$ cat src/rtl/usb_mode_switch_if.sv
// Mode-switch control signals shared between the switch controller and the
// USB streaming / reset-bridge side.
interface usb_mode_switch_if;
  logic mode_req;
  logic drain_ack;
  logic usb_reset_n;
  logic usb_working_mode;
  logic drain_req;
  logic switch_busy;
  logic switch_done;
  logic timeout_err;

  // Controller side
  modport master (
    input  mode_req,
    input  drain_ack,
    input  usb_reset_n,
    output usb_working_mode,
    output drain_req,
    output switch_busy,
    output switch_done,
    output timeout_err
  );

  // Environment side: request source, streaming logic and reset bridge
  modport slave (
    output mode_req,
    output drain_ack,
    output usb_reset_n,
    input  usb_working_mode,
    input  drain_req,
    input  switch_busy,
    input  switch_done,
    input  timeout_err
  );
endinterface

$ cat src/rtl/usb_mode_switch_ctrl.sv
// CDC/UVC working-mode switch controller: debounce, drain handshake, reset tracking, holdoff.
// Optional drain-wait timeout (forced switch) enabled by macro USB_MODE_DRAIN_TIMEOUT_EN.
module usb_mode_switch_ctrl #(
  parameter int unsigned DEBOUNCE_CYCLES = 16,
  parameter int unsigned DRAIN_TIMEOUT   = 1024,
  parameter int unsigned HOLDOFF_CYCLES  = 64
) (
  input  logic               clk,
  input  logic               rst_n,
  usb_mode_switch_if.master  ms_if
);

  localparam int unsigned MAX_DH = (DEBOUNCE_CYCLES > HOLDOFF_CYCLES) ? DEBOUNCE_CYCLES
                                                                       : HOLDOFF_CYCLES;
  localparam int unsigned MAX_P  = (MAX_DH > DRAIN_TIMEOUT) ? MAX_DH : DRAIN_TIMEOUT;
  localparam int unsigned CNT_W  = $clog2(MAX_P) + 1;

  localparam logic [CNT_W-1:0] DEB_LAST  = CNT_W'(DEBOUNCE_CYCLES - 1);
  localparam logic [CNT_W-1:0] HOLD_LAST = CNT_W'(HOLDOFF_CYCLES - 1);
`ifdef USB_MODE_DRAIN_TIMEOUT_EN
  localparam logic [CNT_W-1:0] TMO_LAST  = CNT_W'(DRAIN_TIMEOUT - 1);
`endif

  typedef enum logic [2:0] {
    ST_IDLE,
    ST_DEBOUNCE,
    ST_DRAIN,
    ST_WAIT_RST_LOW,
    ST_WAIT_RST_HIGH,
    ST_HOLDOFF
  } state_e;

  state_e             state_q, state_d;
  logic [CNT_W-1:0]   cnt_q, cnt_d;
  logic               sync1_q, sync2_q;
  logic               mode_q, mode_d;
  logic               drain_req_q, drain_req_d;
  logic               busy_q, busy_d;
  logic               done_q, done_d;
`ifdef USB_MODE_DRAIN_TIMEOUT_EN
  logic               tmo_q, tmo_d;
`endif

  logic mode_sync;
  assign mode_sync = sync2_q;

  // State, counter, synchronizer and output registers
  always_ff @(posedge clk or negedge rst_n) begin
    if (!rst_n) begin
      state_q     <= ST_IDLE;
      cnt_q       <= '0;
      sync1_q     <= 1'b0;
      sync2_q     <= 1'b0;
      mode_q      <= 1'b0;
      drain_req_q <= 1'b0;
      busy_q      <= 1'b0;
      done_q      <= 1'b0;
`ifdef USB_MODE_DRAIN_TIMEOUT_EN
      tmo_q       <= 1'b0;
`endif
    end else begin
      state_q     <= state_d;
      cnt_q       <= cnt_d;
      sync1_q     <= ms_if.mode_req;
      sync2_q     <= sync1_q;
      mode_q      <= mode_d;
      drain_req_q <= drain_req_d;
      busy_q      <= busy_d;
      done_q      <= done_d;
`ifdef USB_MODE_DRAIN_TIMEOUT_EN
      tmo_q       <= tmo_d;
`endif
    end
  end

  // Next-state logic; the shared counter defaults to zero so any transition clears it
  always_comb begin
    state_d = state_q;
    cnt_d   = '0;
    mode_d  = mode_q;
    done_d  = 1'b0;
`ifdef USB_MODE_DRAIN_TIMEOUT_EN
    tmo_d   = 1'b0;
`endif

    unique case (state_q)
      ST_IDLE: begin
        if (mode_sync != mode_q) begin
          state_d = ST_DEBOUNCE;
        end
      end

      ST_DEBOUNCE: begin
        if (mode_sync == mode_q) begin
          state_d = ST_IDLE;
        end else if (cnt_q == DEB_LAST) begin
          state_d = ST_DRAIN;
        end else begin
          cnt_d = cnt_q + CNT_W'(1);
        end
      end

      // Switch is committed here; later mode_req changes wait until IDLE
      ST_DRAIN: begin
        if (ms_if.drain_ack) begin
          mode_d  = ~mode_q;
          state_d = ST_WAIT_RST_LOW;
        end
`ifdef USB_MODE_DRAIN_TIMEOUT_EN
        else if (cnt_q == TMO_LAST) begin
          tmo_d   = 1'b1;
          mode_d  = ~mode_q;
          state_d = ST_WAIT_RST_LOW;
        end else begin
          cnt_d = cnt_q + CNT_W'(1);
        end
`endif
      end

      ST_WAIT_RST_LOW: begin
        if (!ms_if.usb_reset_n) begin
          state_d = ST_WAIT_RST_HIGH;
        end
      end

      ST_WAIT_RST_HIGH: begin
        if (ms_if.usb_reset_n) begin
          state_d = ST_HOLDOFF;
        end
      end

      ST_HOLDOFF: begin
        if (cnt_q == HOLD_LAST) begin
          done_d  = 1'b1;
          state_d = ST_IDLE;
        end else begin
          cnt_d = cnt_q + CNT_W'(1);
        end
      end

      default: begin
        state_d = ST_IDLE;
      end
    endcase

    drain_req_d = (state_d == ST_DRAIN) || (state_d == ST_WAIT_RST_LOW) ||
                  (state_d == ST_WAIT_RST_HIGH);
    busy_d      = drain_req_d || (state_d == ST_HOLDOFF);
  end

  assign ms_if.usb_working_mode = mode_q;
  assign ms_if.drain_req        = drain_req_q;
  assign ms_if.switch_busy      = busy_q;
  assign ms_if.switch_done      = done_q;
`ifdef USB_MODE_DRAIN_TIMEOUT_EN
  assign ms_if.timeout_err      = tmo_q;
`else
  assign ms_if.timeout_err      = 1'b0;
`endif

endmodule
$ cat src/flat_wrapper.sv
// flat-port wrapper written by rule: the top's interface ports become plain ports
module usb_mode_switch_ctrl_flat 
#(
  parameter int unsigned DEBOUNCE_CYCLES = 16,
  parameter int unsigned DRAIN_TIMEOUT   = 1024,
  parameter int unsigned HOLDOFF_CYCLES  = 64
)
  (clk, rst_n, ms_if_mode_req, ms_if_drain_ack, ms_if_usb_reset_n, ms_if_usb_working_mode, ms_if_drain_req, ms_if_switch_busy, ms_if_switch_done, ms_if_timeout_err);
  usb_mode_switch_if ms_if_i ();
  input  logic clk;
  input  logic rst_n;
  input wire logic [$bits(ms_if_i.mode_req)-1:0] ms_if_mode_req;
  input wire logic [$bits(ms_if_i.drain_ack)-1:0] ms_if_drain_ack;
  input wire logic [$bits(ms_if_i.usb_reset_n)-1:0] ms_if_usb_reset_n;
  output wire logic [$bits(ms_if_i.usb_working_mode)-1:0] ms_if_usb_working_mode;
  output wire logic [$bits(ms_if_i.drain_req)-1:0] ms_if_drain_req;
  output wire logic [$bits(ms_if_i.switch_busy)-1:0] ms_if_switch_busy;
  output wire logic [$bits(ms_if_i.switch_done)-1:0] ms_if_switch_done;
  output wire logic [$bits(ms_if_i.timeout_err)-1:0] ms_if_timeout_err;
  assign ms_if_i.mode_req = ms_if_mode_req;
  assign ms_if_i.drain_ack = ms_if_drain_ack;
  assign ms_if_i.usb_reset_n = ms_if_usb_reset_n;
  assign ms_if_usb_working_mode = ms_if_i.usb_working_mode;
  assign ms_if_drain_req = ms_if_i.drain_req;
  assign ms_if_switch_busy = ms_if_i.switch_busy;
  assign ms_if_switch_done = ms_if_i.switch_done;
  assign ms_if_timeout_err = ms_if_i.timeout_err;
  usb_mode_switch_ctrl #(.DEBOUNCE_CYCLES(DEBOUNCE_CYCLES), .DRAIN_TIMEOUT(DRAIN_TIMEOUT), .HOLDOFF_CYCLES(HOLDOFF_CYCLES)) u_core (.clk(clk), .rst_n(rst_n), .ms_if(ms_if_i));
endmodule
$ cat config.mk
export PLATFORM = sky130hd
export DESIGN_NAME = usb_mode_switch_ctrl_flat
export DESIGN_NICKNAME = d
export VERILOG_FILES = /design/src/rtl/usb_mode_switch_if.sv /design/src/rtl/usb_mode_switch_ctrl.sv /design/src/flat_wrapper.sv
export SDC_FILE = /design/constraint.sdc
export NUM_CORES = 1
export LEC_CHECK = 0
export ABC_AREA = 1
export BUFFER_PORTS_ARGS = -buffer_cell sky130_fd_sc_hd__buf_4
export CAP_MARGIN = 20
export CORE_UTILIZATION = 61
export DETAILED_ROUTE_END_ITERATION = 6
export PLACE_DENSITY = 0.91
export SLEW_MARGIN = 20
export SYNTH_ARGS = -nofsm -noshare
export SYNTH_HDL_FRONTEND = slang
export SYNTH_SLANG_ARGS = --single-unit
$ cat constraint.sdc
create_clock -name clk -period 3.2 [get_ports clk]
set_input_delay 0.64 -clock clk [delete_from_list [all_inputs] [get_ports clk]]
set_output_delay 0.64 -clock clk [all_outputs]
set_load 0.02 [all_outputs]
# After elaboration in Yosys (flattened, before gate mapping)
# Index checks and enable logic that the tools add are counted.
[word_totals]
regBits = 20
input_bits = 5
out_inout_bits = 5
[op_classes]
add_sub_neg = 1
eq_ne = 13
mux = 14
n_bitwise = 1
n_reduce_logical = 5
[op_table]
columns = ["op", "count"]
rows = [
  ["11-bit two-way mux", 3],
  ["11-bit one-hot mux with 2 select lines", 1],
  ["3-bit two-way mux", 7],
  ["3-bit one-hot mux with 6 select lines", 1],
  ["3-bit by 2-bit == test with 1-bit output (second input constant)", 4],
  ["3-bit == test (second input constant)", 4],
  ["11-bit by 1-bit adder with 11-bit output (second input constant)", 1],
  ["11-bit by 4-bit == test with 1-bit output (second input constant)", 1],
  ["11-bit by 6-bit == test with 1-bit output (second input constant)", 1],
  ["3-bit by 1-bit == test with 1-bit output (second input constant)", 1],
  ["3-bit logical NOT", 1],
  ["1-bit logical OR", 3],
  ["1-bit two-way mux", 2],
  ["2-bit AND reduction", 1],
  ["1-bit == test", 1],
  ["1-bit inequality test", 1],
  ["1-bit inverter", 1],
]

# Longest topological paths before layout
# Gate-level depths: netlist of run 1.
[depth]
ltp_word = 8
mapped_depth = 8

# Least setup slack after synthesis of run 1
# No wires, ideal clock.
[synth_timing]
path_type = "register to register"
from = "reg u_core.cnt_q[0]"
to = "reg u_core.cnt_q[6]"
setup_time_ns = 0.122
arrival_time_ns = 1.185
required_ns = 3.078
setup_slack_ns = 1.893
path_stages_with_launch = 9
path_buffers = 0
period_less_slack_ns = 1.307
path_cell_list = "dfrtp_1 ha_1 nand3_2 nor2_1 nand2_1 nand2_4 nand2_1 o21ai_0 nor2_1"
[synth_between]
elab_chain_len = 4
word_cells_on_any_way = 7
classes_between = "1 x add/sub; 2 x eq/ne; 4 x mux"
[synth_rtl]
columns = ["item", "line", "rtl"]
rows = [
  ["start, declared", "usb_mode_switch_ctrl.sv:34", "logic [CNT_W-1:0] cnt_q, cnt_d;"],
  ["start signal, assigned", "usb_mode_switch_ctrl.sv:63", "cnt_q <= cnt_d;"],
  ["11-bit by 1-bit adder with 11-bit output / 11-bit by 4-bit == test with 1-bit output (equally long branches)", "usb_mode_switch_ctrl.sv:99, usb_mode_switch_ctrl.sv:137, usb_mode_switch_ctrl.sv:96", ""],
  ["11-bit two-way mux", "usb_mode_switch_ctrl.sv:96", "end else if (cnt_q == DEB_LAST) begin"],
  ["11-bit two-way mux", "usb_mode_switch_ctrl.sv:94", "if (mode_sync == mode_q) begin"],
  ["11-bit one-hot mux with 2 select lines *", "usb_mode_switch_ctrl.sv:86", "unique case (state_q)"],
  ["named net u_core.cnt_d[6]", "usb_mode_switch_ctrl.sv:34", ""],
]
# Mark *: on every way through the listed nets, which the timed path passes. The rest lies on a longest branch.
# A chain may end at the register's enable or synchronous reset.

# Final worst setup path of run 1
[layout_timing]
from = "reg u_core.mode_q (netlist: u_core.ms_if.usb_working_mode)"
to = "out ms_if_usb_working_mode"
[layout_rtl]
columns = ["item", "line", "rtl"]
rows = [
  ["start, declared", "usb_mode_switch_ctrl.sv:36", "logic mode_q, mode_d;"],
  ["start signal, assigned", "usb_mode_switch_ctrl.sv:66", "mode_q <= mode_d;"],
  ["end, declared", "flat_wrapper.sv:15", "output wire logic [$bits(ms_if_i.usb_working_mode)-1:0] ms_if_usb_working_mode;"],
]
# No word-level cell between the ends.

==> metrics.txt, run 1 <==
gr usage total 0.247; Core Util, Final 0.743; first-pass GRT wire length 3420 um; slowest stage delay, CP 0.43 ns; Post-Syn Area per Cell 8.36 um2; RSZ-0062 raised after global routing false; Buf+Inv Stages, Crit Path 1; nets 142; routed wire length 1940 um; synthesized flop and latch total 20; Top Ports 10; Clock Tree Root clkbuf_4; cells after synthesis 125; final period utilization 0.483; critical path cell sequence buf_4; Slew Viols, Final 0; Peak Freq 647 MHz; Post-Syn Nets 131; Die H 43.4 um; clk_skew 0.00562 ns; power density over the cells 430 nW/um2; delay-heaviest family, CP flip-flops; Final TNS setup 0 ns; Peak VDD IR 515 uV; antenna violations before repair 0; leakage 0.596 nW; Setup-failing EPs final 0; Synth Cell Area 1040 um2; outcome complete, no violations; CP startpoint kind register; Site Rows 14; Avg WL per Cell 12.8 um; hold crit path type primary input to asynchronous set/reset pin; violation count after the first detailed-routing iteration 40; Area growth syn-to-layout 10.9%; Synth async-reset ratio 1.00; die width 43.4 um; sequential area share after synthesis 0.479; antenna viol nets, final 0; largest net degree at the start of global routing 21; Post-synth EDFFs 0; top-count cell post-synth nand2_1; CTS Hold Buffers Added 0; core area 1560 um2; Worst-Skew Late Latency 0.31 ns; Congestion Overflow GR 0; H-tree depth 1; die area 1880 um2; Synth area leader dfrtp_1; vias 841; ANT cells 0; CP Capture Type output pin; CTS tree done; CTS buffer count 3; post-route cell area 1160 um2; critical path's slowest cell dfrtp_1; CP required 2.56 ns; Max clock buf depth 2; top cell type's share of synthesized area 0.479; I/O Buffers 8; Post-synth top flop dfrtp_1; Power, Total 498 uW; Setup CP Type register to output pin; Commonest cells post-synth nand2_1, dfrtp_1, inv_1; placed cells 147; first drt pass iteration count 4; Crit Path Max Fanout 4; post-detail-place hpwl 1470 um; Via density 5.57; Yosys warnings 0; post-placement cell area 1110 um2; post-CTS setup buffers 0; number of global-route vias before repair 807; Yosys cell types 26; clk sink count 20; post-layout min period 1.55 ns; Max-cap violations 0; clk slew on worst S/H paths 0.11 ns; Post-route DRC 0; Critical Path AT 0.91 ns; Final Hold Viols 0; Area contributors post-synth dfrtp_1, nand2_1, inv_1; Initial Util 0.670; final non-filler cell total 151; layout cells sized above 1 0.170; routability cong. 0.806; CTS resizes 0
## flip-flops by register name (all words and copies together), names as in the netlist
name,count
u_core.cnt_q,11
u_core.ms_if.switch_done,1
u_core.ms_if.drain_req,1
u_core.ms_if.switch_busy,1
u_core.ms_if.usb_working_mode,1
u_core.state_q,3
u_core.sync1_q,1
u_core.mode_sync,1
## layer usage
metal  global-route usage  vias up  part of all wire
li1                     -      418                 -
met1                0.331      391              0.44
met2                0.403       28              0.48
met3               0.0292        4             0.054
met4                0.119        0             0.016
met5                    0        -                 0
## worst register-to-register path: cells and delay by family, from the launching register on
kind	cells	cell delay, ns
simple gates	6	0.73
flops	1	0.39
fa+ha+maj	1	0.23
compound gates	1	0.08
## cell type report
class | count | area (um2)
repair buffers | 8 | 60.1
clock inverters | 1 | 30.0
inverters | 19 | 71.3
fillers | 101 | 400
well taps | 16 | 20.0
flip-flops and latches | 20 | 500
multi-input cells | 84 | 454
clock buffers | 3 | 22.5
## cell usage in the layout (no fill, tap or decap)
master and count:
a21boi_0 1, a21oi_1 10, buf_4 8, bufinv_16 1, clkbuf_4 3, conb_1 1, dfrtp_1 20, ha_1 1
inv_1 18, inv_2 1, nand2_1 27, nand2_2 3, nand2_4 1, nand3_1 6, nand3_2 1, nand3b_1 1
nand4_1 5, nor2_1 9, nor2_2 2, nor3_1 2, nor3_2 3, nor3b_1 1, nor4_1 1, o21ai_0 2
o21bai_1 1, xnor2_1 1, xor2_1 5
## power by group
group          internal [mW]  switching, mW  total [mW]
Sequential             0.258        0.00435       0.262
Clock                  0.127         0.0791       0.206
Combinational         0.0106         0.0194      0.0300
Total                  0.395          0.103       0.498
## final timing paths
kind | startpoint | end | slack, ns | cells after the start
min reg2reg | u_core.sync1_q$_DFF_PN0_ | u_core.mode_sync$_DFF_PN0_ | 0.37 | 0
max in group asynchronous | rst_n | u_core.cnt_q[2]$_DFF_PN0_ | 2.81 | 1
min in group clk | u_core.sync1_q$_DFF_PN0_ | u_core.mode_sync$_DFF_PN0_ | 0.37 | 0
max | u_core.ms_if.usb_working_mode$_DFFE_PN0P_ | ms_if_usb_working_mode | 1.65 | 1
min | rst_n | u_core.cnt_q[10]$_DFF_PN0_ | 0.19 | 1
max reg2reg | u_core.cnt_q[0]$_DFF_PN0_ | u_core.cnt_q[6]$_DFF_PN0_ | 1.66 | 8
## cells by family (layout without fill, tap and decap cells)
family,after synthesis,count (layout),share of synthesized area
compound gates,14,14,0.0719
xor+xnor,6,6,0.0503
fa+ha+maj,1,1,0.0120
buf+inv,21,31,0.0862
flops,20,20,0.479
other cells,1,1,0.00359
simple gates,62,62,0.297
## metrics by stage
stage / hold slack [ns] / setup WS [ns]
final: 0.186 / 1.65
after floorplan: 0.331 / 1.89
after detailed placement: 0.344 / 1.72
after global placement: 0.343 / 1.77
after CTS: 0.181 / 1.64
after global routing: 0.195 / 1.52
(Power assumes the default switching activity.)
==> run 2, diff against run 1 <==
- CORE_UTILIZATION: 61 -> 56
- PLACE_DENSITY: 0.91 -> 0.85
- clock period: 3.2 -> 1.6 ns (I/O delays scaled with it)
==> metrics.txt, run 2 (synthesis gave the netlist of run 1 again) <==
WL met1 871 um (+1.2%); most common cell after layout, fill and taps aside nand2_1; clk_skew 0.00734 ns (+0.00172 ns); RSZ-0062 raised after global routing false; Max clock buf depth 2 (unchanged); CTS buffer count 3 (unchanged); antenna viol nets, final 0 (unchanged); Slew Viols, Final 0 (unchanged); vias 859 (+2.1%); Crit Path Max Fanout 10 (+6); Setup-failing EPs final 0 (unchanged); Peak VDD IR 545 uV (+5.9%); Top Ports 10 (unchanged); routability cong. 0.879 (+9.0%); Final TNS setup 0 ns (unchanged); leakage 0.593 nW (-0.60%); uppermost routed layer met4; core area 1750 um2 (+12%); die width 45.2 um (+4.2%); CP required 1.81 ns (-0.75 ns); post-route cell area 1170 um2 (+1.4%); post-detail-place hpwl 1480 um (+1.0%); Die H 45.2 um (+4.2%); first-pass GRT wire length 3290 um (-3.6%); Peak Freq 660 MHz; Power, Total 881 uW (+77%); post-layout min period 1.51 ns; die area 2040 um2 (+8.5%); Worst-Skew Late Latency 0.31 ns (about the same); number of global-route vias before repair 763 (-5.5%); Setup CP Type register to register; filler instances 146 (+45%); met2 WL 951 um (+1.2%); gr usage total 0.237 (-0.0101); final period utilization 0.946; CTS tree done; min-delay src ms_if_mode_req; violation count after the first detailed-routing iteration 23 (-43%); Clock Tree Root clkbuf_4; clk slew on worst S/H paths 0.11 ns (about the same); Top reg by flops u_core.cnt_q; CP startpoint kind register; biggest regs u_core.cnt_q x11, u_core.state_q x3; power density over the cells 750 nW/um2 (+74%); cells on worst reg2reg path 8 (unchanged); Site Rows 15 (+1); Final Hold Viols 0 (unchanged); r2r startpoint u_core.cnt_q[0]$_DFF_PN0_; first drt pass iteration count 4 (unchanged); hold crit path type primary input to register; WHS Path Cells 1; I/O Buffers 8 (unchanged); r2r setup slk 0.09 ns (-1.57 ns); placed cells 156 (+6.1%); most frequent cells in the layout nand2_1, dfrtp_1, inv_1; clk sink count 20 (unchanged); ANT cells 0 (unchanged); CP Capture Type register; Post-route DRC 0 (unchanged); Area growth syn-to-layout 12.5%; nets 143 (+0.70%); Max-cap violations 0 (unchanged); Largest register FFs 11 (unchanged); RR Endpoint u_core.cnt_q[6]$_DFF_PN0_; CP startpoint u_core.cnt_q[0]$_DFF_PN0_; antenna violations before repair 0 (unchanged); H-tree depth 1 (unchanged); Congestion Overflow GR 0 (unchanged); routed wire length 1980 um (+2.0%); final non-filler cell total 161 (+6.6%); Avg WL per Cell 12.3 um (-4.3%); largest net degree at the start of global routing 21 (unchanged); outcome complete, no violations; Initial Util 0.599 (-0.0716); Critical Path AT 1.72 ns (+0.81 ns); post-placement cell area 1120 um2 (+1.0%); WHS Endpoint u_core.sync1_q$_DFF_PN0_; layout cells sized above 1 0.184 (+0.0135); Via density 5.34 (-4.2%); wire length on met3 68 um (-35%); post-CTS setup buffers 0 (unchanged)
run 2: timing repair:
item	in CTS	in global routing
gates resized for setup	0	3
hold buffers	1	0
endpoints found under the hold margin	20	0
setup endpoints to repair	0	5
run 2: worst max path at each step:
stage	cells after the start	end	slack, ns
3_5_place_dp	8	u_core.cnt_q[6]$_DFF_PN0_	0.08
3_3_place_gp	8	u_core.cnt_q[6]$_DFF_PN0_	0.16
5_1_grt	8	u_core.cnt_q[6]$_DFF_PN0_	0.01
2_1_floorplan	8	u_core.cnt_q[6]$_DFF_PN0_	0.29
4_1_cts	8	u_core.cnt_q[6]$_DFF_PN0_	0.07
6_report	8	u_core.cnt_q[6]$_DFF_PN0_	0.09
run 2: layout make-up:
type                            count  area (um2)  share of cell area
Clock buffer                        4        36.3              0.0309
Multi-Input combinational cell     84         465               0.396
Timing Repair Buffer                9        70.1              0.0596
Tap cell                           25        31.3              0.0266
Sequential cell                    20         500               0.426
Inverter                           19        71.3              0.0607
run 2: metrics by stage:
| stage | worst slack (ns) | util | hold WS, ns |
|---|---|---|---|
| 4_1_cts | 0.0716 | 0.667 | 0.113 |
| 3_5_place_dp | 0.0799 | 0.640 | 0.210 |
| 5_1_grt | 0.0121 | 0.673 | 0.111 |
| 3_3_place_gp | 0.161 | 0.640 | 0.205 |
| 2_1_floorplan | 0.293 | - | 0.0244 |
| 6_report | 0.0856 | 0.673 | 0.116 |
run 2: worst max-delay path, cell delays in order, from the launching register on:
cell,delay (ns)
dfrtp_1,0.39
ha_2,0.22
nand3_2,0.13
nor2_1,0.17
nand2_1,0.12
nand2_4,0.14
nand2_1,0.09
o21ai_0,0.09
nor2_1,0.06
run 2: where the power goes:
part           switching (mW)  leakage [nW]  internal [mW]
clock network           0.153        0.0210          0.139
logic                  0.0402         0.303         0.0232
registers             0.00908         0.268          0.516
total                   0.203         0.593          0.678
run 2: per-layer routing:
metal | vias up | GRT usage
met2 | 39 | 0.365
met3 | 9 | 0.0400
li1 | 418 | -
met1 | 393 | 0.306
met5 | - | 0
met4 | 0 | 0.158
